<file path="src/rtl/trace_pkg.sv">
// trace_pkg: shared state encoding and entry-width helper for the pipeline trace buffer
package trace_pkg;
  typedef enum logic [2:0] {
    ST_IDLE,
    ST_ARMED,
    ST_POST,
    ST_DONE,
    ST_READ
  } state_t;
  // Each stored entry is {cycle stamp, snapshot word}
  function automatic int entry_w(input int cnt_w, input int data_w);
    return cnt_w + data_w;
  endfunction
endpackage

</file>
<file path="src/rtl/trace_ram.sv">
// trace_ram: DEPTH x W simple dual-port RAM, one write port and a registered read port.
// Ports: clk, reset (async active-low, clears only the read register),
//        we/waddr/wdata write port, re/raddr read request, rdata registered read data.
module trace_ram #(
  parameter int DEPTH = 16,
  parameter int W     = 64
) (
  input  logic                     clk,
  input  logic                     reset,
  input  logic                     we,
  input  logic [$clog2(DEPTH)-1:0] waddr,
  input  logic [W-1:0]             wdata,
  input  logic                     re,
  input  logic [$clog2(DEPTH)-1:0] raddr,
  output logic [W-1:0]             rdata
);
  logic [W-1:0] mem [DEPTH];
  logic [W-1:0] rdata_q;
  always_ff @(posedge clk) begin
    if (we) mem[waddr] <= wdata;
  end
  // Read data holds when re is low so a stalled consumer sees a stable entry
  always_ff @(posedge clk or negedge reset) begin
    if (!reset) rdata_q <= '0;
    else if (re) rdata_q <= mem[raddr];
  end
  assign rdata = rdata_q;
endmodule

</file>
<file path="src/rtl/pipeline_trace_buffer.sv">
// pipeline_trace_buffer: circular trace capture of pipeline snapshots with trigger, post-trigger window and valid/ready drain.
// Ports: clk, reset (async active-low), clear (sync abort), arm, snap_valid/snap_data capture input,
//        trig/post_cnt trigger control, rd_ready/rd_valid/rd_data/rd_stamp/rd_last drain port,
//        armed/triggered status, fill (entries held), cycle_cnt (free-running stamp counter).
module pipeline_trace_buffer
  import trace_pkg::*;
#(
  parameter int DATA_W = 32,
  parameter int DEPTH  = 16,
  parameter int CNT_W  = 32
) (
  input  logic                     clk,
  input  logic                     reset,
  input  logic                     clear,
  input  logic                     arm,
  input  logic                     snap_valid,
  input  logic [DATA_W-1:0]        snap_data,
  input  logic                     trig,
  input  logic [$clog2(DEPTH)-1:0] post_cnt,
  input  logic                     rd_ready,
  output logic                     rd_valid,
  output logic [DATA_W-1:0]        rd_data,
  output logic [CNT_W-1:0]         rd_stamp,
  output logic                     rd_last,
  output logic                     armed,
  output logic                     triggered,
  output logic [$clog2(DEPTH):0]   fill,
  output logic [CNT_W-1:0]         cycle_cnt
);
  localparam int AW = $clog2(DEPTH);
  localparam int EW = entry_w(CNT_W, DATA_W);
  localparam logic [AW:0] FULL = (AW+1)'(DEPTH);
  localparam logic [AW:0] ONE_F = (AW+1)'(1);
  localparam logic [AW-1:0] ONE_A = AW'(1);

  state_t state_q, state_d;
  logic [AW-1:0] wr_ptr_q, wr_ptr_d;
  logic [AW-1:0] rem_q, rem_d;
  logic [AW-1:0] rd_ptr_q, rd_ptr_d;
  logic [AW:0] fill_q, fill_d;
  logic [AW:0] left_q, left_d;
  logic rd_valid_q, rd_valid_d;
  logic [CNT_W-1:0] cycle_cnt_q, cycle_cnt_d;
  logic cap, we, re;
  logic [AW-1:0] raddr, oldest;
  logic [EW-1:0] rdata;

  trace_ram #(.DEPTH(DEPTH), .W(EW)) u_ram (
    .clk  (clk),
    .reset(reset),
    .we   (we),
    .waddr(wr_ptr_q),
    .wdata({cycle_cnt_q, snap_data}),
    .re   (re),
    .raddr(raddr),
    .rdata(rdata)
  );

  // When full, the low bits of fill are zero, so oldest equals wr_ptr (the next slot to be overwritten)
  assign oldest = wr_ptr_q - fill_q[AW-1:0];
  assign cap = !clear && snap_valid && (state_q == ST_ARMED || state_q == ST_POST);

  always_ff @(posedge clk or negedge reset) begin
    if (!reset) begin
      state_q     <= ST_IDLE;
      wr_ptr_q    <= '0;
      rem_q       <= '0;
      rd_ptr_q    <= '0;
      fill_q      <= '0;
      left_q      <= '0;
      rd_valid_q  <= 1'b0;
      cycle_cnt_q <= '0;
    end else begin
      state_q     <= state_d;
      wr_ptr_q    <= wr_ptr_d;
      rem_q       <= rem_d;
      rd_ptr_q    <= rd_ptr_d;
      fill_q      <= fill_d;
      left_q      <= left_d;
      rd_valid_q  <= rd_valid_d;
      cycle_cnt_q <= cycle_cnt_d;
    end
  end

  always_comb begin
    state_d     = state_q;
    rem_d       = rem_q;
    rd_ptr_d    = rd_ptr_q;
    left_d      = left_q;
    rd_valid_d  = rd_valid_q;
    cycle_cnt_d = cycle_cnt_q + CNT_W'(1);
    we          = cap;
    wr_ptr_d    = cap ? wr_ptr_q + ONE_A : wr_ptr_q;
    fill_d      = (cap && fill_q != FULL) ? fill_q + ONE_F : fill_q;
    re          = 1'b0;
    raddr       = rd_ptr_q;
    case (state_q)
      ST_IDLE: begin
        if (arm) begin
          wr_ptr_d = '0;
          fill_d   = '0;
          state_d  = ST_ARMED;
        end
      end
      ST_ARMED: begin
        // post_cnt is clog2(DEPTH) bits wide, so it can never exceed DEPTH-1 and needs no explicit clamp
        if (trig) begin
          rem_d   = post_cnt;
          state_d = (post_cnt == '0) ? ST_DONE : ST_POST;
        end
      end
      ST_POST: begin
        if (snap_valid) begin
          rem_d   = rem_q - ONE_A;
          state_d = (rem_q == ONE_A) ? ST_DONE : ST_POST;
        end
      end
      ST_DONE: begin
        if (fill_q == '0) begin
          state_d = ST_IDLE;
        end else begin
          re         = 1'b1;
          raddr      = oldest;
          rd_ptr_d   = oldest;
          left_d     = fill_q;
          rd_valid_d = 1'b1;
          state_d    = ST_READ;
        end
      end
      ST_READ: begin
        // Prefetch the next entry on acceptance so it is presented on the following cycle
        if (rd_ready) begin
          if (left_q == ONE_F) begin
            rd_valid_d = 1'b0;
            state_d    = ST_IDLE;
          end else begin
            re       = 1'b1;
            raddr    = rd_ptr_q + ONE_A;
            rd_ptr_d = rd_ptr_q + ONE_A;
            left_d   = left_q - ONE_F;
          end
        end
      end
      default: state_d = ST_IDLE;
    endcase
    if (clear) begin
      state_d    = ST_IDLE;
      fill_d     = '0;
      rd_valid_d = 1'b0;
      re         = 1'b0;
    end
  end

  assign rd_valid  = rd_valid_q;
  assign rd_last   = rd_valid_q && left_q == ONE_F;
  assign rd_stamp  = rdata[EW-1:DATA_W];
  assign rd_data   = rdata[DATA_W-1:0];
  assign armed     = state_q == ST_ARMED || state_q == ST_POST;
  assign triggered = state_q == ST_POST || state_q == ST_DONE || state_q == ST_READ;
  assign fill      = fill_q;
  assign cycle_cnt = cycle_cnt_q;
endmodule
</file>
<file path="config.mk">
export PLATFORM = sky130hd
export DESIGN_NAME = pipeline_trace_buffer
export DESIGN_NICKNAME = d
export VERILOG_FILES = /design/src/rtl/trace_pkg.sv /design/src/rtl/trace_ram.sv /design/src/rtl/pipeline_trace_buffer.sv
export SDC_FILE = /design/constraint.sdc
export NUM_CORES = 1
export LEC_CHECK = 0
export ABC_AREA = 0
export BUFFER_PORTS_ARGS = -buffer_cell sky130_fd_sc_hd__buf_2
export CELL_PAD_IN_SITES_DETAIL_PLACEMENT = 2
export CELL_PAD_IN_SITES_GLOBAL_PLACEMENT = 2
export CORE_MARGIN = 2
export CORE_UTILIZATION = 40
export DETAILED_ROUTE_END_ITERATION = 6
export MAX_ROUTING_LAYER = met4
export PLACE_DENSITY = 0.8
export RECOVER_POWER = 25
export SYNTH_ARGS = -nofsm -noshare
export SYNTH_HDL_FRONTEND = slang
export SYNTH_SLANG_ARGS = --single-unit
</file>
<file path="constraint.sdc">
create_clock -name clk -period 18.2 [get_ports clk]
set_clock_uncertainty 0.05 [all_clocks]
set_input_delay 0.91 -clock clk [delete_from_list [all_inputs] [get_ports clk]]
set_output_delay 0.91 -clock clk [all_outputs]
set_load 0.01 [all_outputs]
</file>
=== Word-level counts from Yosys, hierarchy flattened ===
Memories as Yosys holds them, arrays and structs flattened. A register that Yosys moved wholly into a read port is not among the register bits.
Cells that the tools add are included.

* Register bits after elaboration: 58
* Memory bits (writable): 1024
* Bits of input ports: 43
* Output and inout port bits: 105
* Logic and storage cells: 93
* Memories: 1

* Add/subtract/negate cells: 7
* Eq/ne operators: 18
* Multiplexer cells: 40
* Reductions and logical operators: 19

{| class="wikitable"
|+ Memories
! name !! depth !! width !! read ports !! clocked after memory_dff !! wr ports !! line !! RTL
|-
| u_ram.mem || 16 || 64 || 1 || 1 || 1 || trace_ram.sv:17 || <nowiki>logic [W-1:0] mem [DEPTH];</nowiki>
|}

{| class="wikitable"
|+ Operators with widths
! kind !! number
|-
| $mux W5 || 7
|-
| $add A32 B1 Y32 const B || 1
|-
| $mux W4 || 8
|-
| $mux W3 || 7
|-
| $ne A3 B3 Y1 const B || 6
|-
| $pmux W4 S2 || 2
|-
| $pmux W3 S5 || 1
|-
| $mux W1 || 12
|-
| $ne A2 B2 Y1 const B || 5
|-
| $pmux W5 S2 || 1
|-
| $add A4 B1 Y4 const B || 2
|-
| $reduce_and A4 Y1 || 2
|-
| $eq A3 B2 Y1 const B || 2
|-
| $add A5 B1 Y5 const B || 1
|-
| $eq A5 B1 Y1 const B || 1
|-
| $logic_not A5 Y1 || 1
|-
| $ne A5 B5 Y1 const B || 1
|-
| $reduce_and A5 Y1 || 1
|-
| $sub A5 B1 Y5 const B || 1
|-
| $eq A4 B1 Y1 const B || 1
|-
| $logic_and A1 B1 Y1 || 4
|-
| $logic_not A4 Y1 || 1
|-
| $pmux W1 S2 || 2
|-
| $reduce_bool A2 Y1 || 2
|-
| other kinds (9) || 12
|}

=== Depth between registers and ports, before layout ===
* Depth in word-level cells: 8
* Depth in mapped cells: 14

=== Modules after synthesis ===
From an unflattened synthesis, not the netlist that was laid out.

* Cells, all modules: 2030
* Area total of the unflattened synthesis: 44207.4 sq um

{| class="wikitable"
|+ Modules (own cells, without submodules)
! module !! instances !! cells each !! area each (sq um)
|-
| trace_ram || 1 || 1726 || 41061.9
|-
| pipeline_trace_buffer || 1 || 304 || 3145.5
|}

=== Worst setup path before layout ===
OpenSTA, ideal clock, no wires.

* Path kind: input to register
* Start point: input clear
* End point: memory u_ram.mem[7][0] (enable)
* Arrival: 6100 ps
* Required time: 17585 ps
* Slack: 11486 ps
* Cell stages on the path: 5
* Path through: clkbuf_1 -> and3b_1 -> clkbuf_1 -> nand2_1 -> nor3_1

* Longest elaborated chain between the ends: 5

{| class="wikitable"
|+ RTL lines
! item !! line !! RTL
|-
| start: declaration || pipeline_trace_buffer.sv:14 || <nowiki>input logic clear,</nowiki>
|-
| $logic_not A1 Y1 || pipeline_trace_buffer.sv:61 || <nowiki>assign cap = !clear && snap_valid && (state_q == ST_ARMED || state_q == ST_POST);</nowiki>
|-
| $logic_and A1 B1 Y1 (2 in a row) || pipeline_trace_buffer.sv:61 ||
|-
| $mux W1 || trace_ram.sv:20 || <nowiki>if (we) mem[waddr] <= wdata;</nowiki>
|-
| $mux W1 (implied by the code) || trace_ram.sv:20 ||
|-
| end: declaration || trace_ram.sv:17 ||
|}

No other way between the ends.

=== Final worst setup path ===
* Start point: register fill_q[1], in the netlist fill[1]
* End point: register u_ram.rdata_q[46], in the netlist u_ram.rdata[46] (read register of u_ram.mem)

* Longest elaborated chain between the ends: 4

{| class="wikitable"
|+ RTL lines
! item !! line !! RTL
|-
| start: declaration || pipeline_trace_buffer.sv:40 || <nowiki>logic [AW:0] fill_q, fill_d;</nowiki>
|-
| start signal: assignment || pipeline_trace_buffer.sv:78 || <nowiki>fill_q <= fill_d;</nowiki>
|-
| branches (longest 4 deep; another with $sub A4 B4 Y4) || -- ||
|-
| end: declaration || trace_ram.sv:18 || <nowiki>logic [W-1:0] rdata_q;</nowiki>
|}

Several ways; the timed one is not identified.
A chain may end at the register's enable or synchronous reset.

==> flow_metrics.env <==
export IMPL_antenna_found_initial=6
export IMPL_place_gp_congestion=0.757
export IMPL_period_share_pct=38.7
export IMPL_grt_pass1_wl_um=223000
export IMPL_fillerInstances=10600
export IMPL_dp_hpwl_um=76700
export IMPL_die_area_mm2=0.114
export IMPL_cp_end_kind="flop"
export IMPL_drt_pass1_iterations=5
export IMPL_wl_um=153000
export IMPL_syn_area_mm2=0.0446
export IMPL_synth_compound_area_share_pct=12.5
export IMPL_tritoncts="yes"
export IMPL_start_util_pct=40.3
export IMPL_synthesis_nets=3237
export IMPL_worst_slew_pin_slew_ns=2.54
export IMPL_drc_errors=0
export IMPL_insertion_delay_ns=0.73
export IMPL_p_leak_nw=16.8
export IMPL_vias_per_cell=6.03
export IMPL_regArea_mm2=0.0338
export IMPL_stdcell_count=4871
export IMPL_ys_seq_area_share_pct=75.8
export IMPL_drv_slew=25
export IMPL_ios=148
export IMPL_cts_sinks=1146
export IMPL_syn_area_per_cell_um2=14.0
export IMPL_r2r_slack_ns=11.15
export IMPL_root_buffer="clkbuf_16"
export IMPL_yosysWarnings=0
export IMPL_synth_top_area_share_pct=68.9
export IMPL_critPathMaxFanout=231
export IMPL_ctsHtreeMaxLevel=3
export IMPL_start_kind="flop"
export IMPL_synth_adder_area_share_pct=0.466
export IMPL_synth_cell_type_count=51
export IMPL_hp_start="post_cnt[0]"
export IMPL_tns_ns=0
export IMPL_reg2reg_depth=13
export IMPL_ys_seq_elements=1146
export IMPL_dp_worst_setup_slack_ns=11.67
export IMPL_postCtsSetupBuffers=0
export IMPL_hp_class="input pin to flop"
export IMPL_slew_headroom_pct=-69.0
export IMPL_hold_viol_final=0
export IMPL_crit_type="flop to flop"
export IMPL_min_path_cells=3
export IMPL_layout_nets=3330
export IMPL_hold_buffers=0
export IMPL_placed_cell_area_mm2=0.0467
export IMPL_synth_area_mux_share_pct=0.0449
export IMPL_chipWidth_um=338
export IMPL_finalCriticalPeriod_ns=7.05
export IMPL_grt_remaining_overflow=0
export IMPL_grt_usage_pct=27.4
export IMPL_area_growth_pct=13.3
export IMPL_cts_max_path_buffers=3
export IMPL_grt_max_degree=232
export IMPL_drv_cap=1
export IMPL_hold_path_end="rem_q[0]"
export IMPL_ant_nets=0
export IMPL_synth_top_family_by_area="compound AO/OA/AOI/OAI gates"
export IMPL_cts_reportedPaths_clkPinSlew_ns=0.06
export IMPL_ctsResizeCount=0
export IMPL_crit_arrival_ns=7.57
export IMPL_rsz0062_at_grt="no"
export IMPL_numCtsBuffers=120
export IMPL_die_h_um=338
export IMPL_place_inst=4637
export IMPL_status="finished with violations"
export IMPL_yosys_area_share_simple_pct=7.79
export IMPL_fin_ws_ns=11.15
export IMPL_max_freq_mhz=142
export IMPL_core_mm2=0.111
export IMPL_hold_slack_ns=0.422
export IMPL_synth_area_leaders="edfxtp_1 69%, dfrtp_1 6.8%, a21oi_1 5.9%"
export IMPL_setup_viol=0
export IMPL_rows=122
export IMPL_crit_start="fill[1]"
export IMPL_drt_iter0_markers=2495
export IMPL_synth_cells=3178
export IMPL_grt_pass1_vias=32400
export IMPL_timing_rr_start="fill[1]"
export IMPL_io_buffers=147
export IMPL_finish_instance_area_mm2=0.0506
export IMPL_utilization_pct=45.7
export IMPL_via_count=29400
export IMPL_drive_gt1_share_pct=10.8
export IMPL_reg2reg_to="u_ram.rdata[46]"
export IMPL_wl_per_cell_um=31.4
export IMPL_crit_required_ns=18.72
export IMPL_power_per_cell_area_mw_per_mm2=116
export IMPL_post_synth_top_area_cell="edfxtp_1"
export IMPL_multi_input_area_mm2=0.00972
export IMPL_vdd_drop_max_mv=0.0811
export IMPL_synth_xor_area_share_pct=0.766
export IMPL_violations="max-capacitance violations, max-slew violations"
export IMPL_power_mw=5.88
==> how the worst max path moves through the flow <==
stage | depth (start not counted) | end
2_1_floorplan | 5 | u_ram.mem[7][0]
3_3_place_gp | 10 | u_ram.rdata[45]
3_5_place_dp | 13 | u_ram.rdata[63]
4_1_cts | 13 | u_ram.rdata[46]
5_1_grt | 13 | u_ram.rdata[9]
6_report | 13 | u_ram.rdata[46]
==> kinds of logic (layout without fill, tap and decap cells) <==
logic type / Yosys count / in the layout
flip-flops: 1146 / 1146
multiplexers: 2 / 2
adder cells (fa/ha/maj): 16 / 16
other: 0 / 6
AO/OA/AOI/OAI: 877 / 877
XOR/XNOR: 39 / 39
buffers and inverters: 251 / 450
AND/OR/NAND/NOR: 847 / 847
==> where the power goes <==
| group | switching (mW) | internal (mW) | leakage [nW] |
|---|---|---|---|
| logic | 0.323 | 0.131 | 4.45 |
| clock network | 1.06 | 1.44 | 1.93 |
| registers | 0.0367 | 2.88 | 10.4 |
| total | 1.42 | 4.46 | 16.8 |
==> synth_stat cells (all sizes together) <==
cell type	number
a22oi	1
o31ai	3
fa	1
nor2b	2
dfrtp	122
buf	167
ha	15
or2	2
and4	2
xnor2	28
o21bai	1
a21oi	526
nor4	3
and3b	2
nand2b	4
nand3	19
nor2	158
nor4b	3
and3	9
a221oi	257
edfxtp	1024
nor3	77
xor2	11
and2	11
o22ai	1
nand2	535
o32a	1
o21ai	14
o211ai	2
a32oi	1
nand4	9
or4b	1
mux2i	2
nand3b	3
nor3b	2
o31a	2
a2111o	1
a211oi	67
or4	1
clkbuf	61
or3	3
inv	23
or3b	1
==> area by class of cell <==
| cell class | instances | area share [%] |
|---|---|---|
| Inverter | 23 | 0.228 |
| Multi-Input combinational cell | 1781 | 19.2 |
| Timing Repair Buffer | 199 | 2.17 |
| Clock buffer | 173 | 6.68 |
| Tap cell | 1488 | 3.68 |
| Sequential cell | 1146 | 66.9 |
| Clock inverter | 55 | 1.13 |
| Antenna cell | 6 | 0.0297 |
==> state kept, by name (all words and copies together) (netlist names), 3 cells and up <==
signal	cells
rem_q	4
wr_ptr_q	4
u_ram.mem	1024
fill	5
rd_ptr_q	4
state_q	3
u_ram.rdata	64
cycle_cnt	32
left_q	5
==> worst max-delay path: stages (launching register included) <==
cell      delay (ns)
dfrtp_1         0.43
inv_1           0.16
ha_1            0.20
nor4b_1         0.62
o32a_1          0.80
a211oi_4        0.15
buf_12          0.25
inv_16          0.79
buf_12          0.80
buf_4           0.85
nand2_1         0.22
a221oi_1        0.47
nor3_1          0.12
a211oi_1        0.34
==> cell usage in the layout, fill, tap and decap left out, types with 3 or more instances in the layout <==
cell type and instances:
xnor2_1 28, and2_4 9, diode_2 6, and3_1 9, clkbuf_8 9, nand2_1 535
nand3b_1 3, nor4_1 3, nor3_1 72, nand3_1 19, a21oi_1 526, edfxtp_1 1024
clkbuf_16 124, a221oi_1 256, inv_1 20, bufinv_16 11, or3_1 3, clkinvlp_4 3
nand2b_1 4, clkbuf_1 77, nand4_1 9, o21ai_0 14, dfrtp_1 122, clkinv_1 12
nor2_4 5, xor2_1 11, buf_2 114, nor3_2 5, clkinv_2 24, inv_6 3
nor2_1 153, ha_1 15, buf_4 46, a211oi_1 66, o31ai_1 3, nor4b_1 3
==> per-layer routing <==
| metal | track usage, % | vias to the layer above | routed length, um |
|---|---|---|---|
| li1 | - | 12300 | - |
| met1 | 33.5 | 15800 | 61100 |
| met2 | 46.8 | 992 | 79100 |
| met3 | 3.47 | 303 | 7150 |
| met4 | 10.2 | 0 | 5460 |
| met5 | - | - | 0 |
Power figures use the tool's default switching activity.
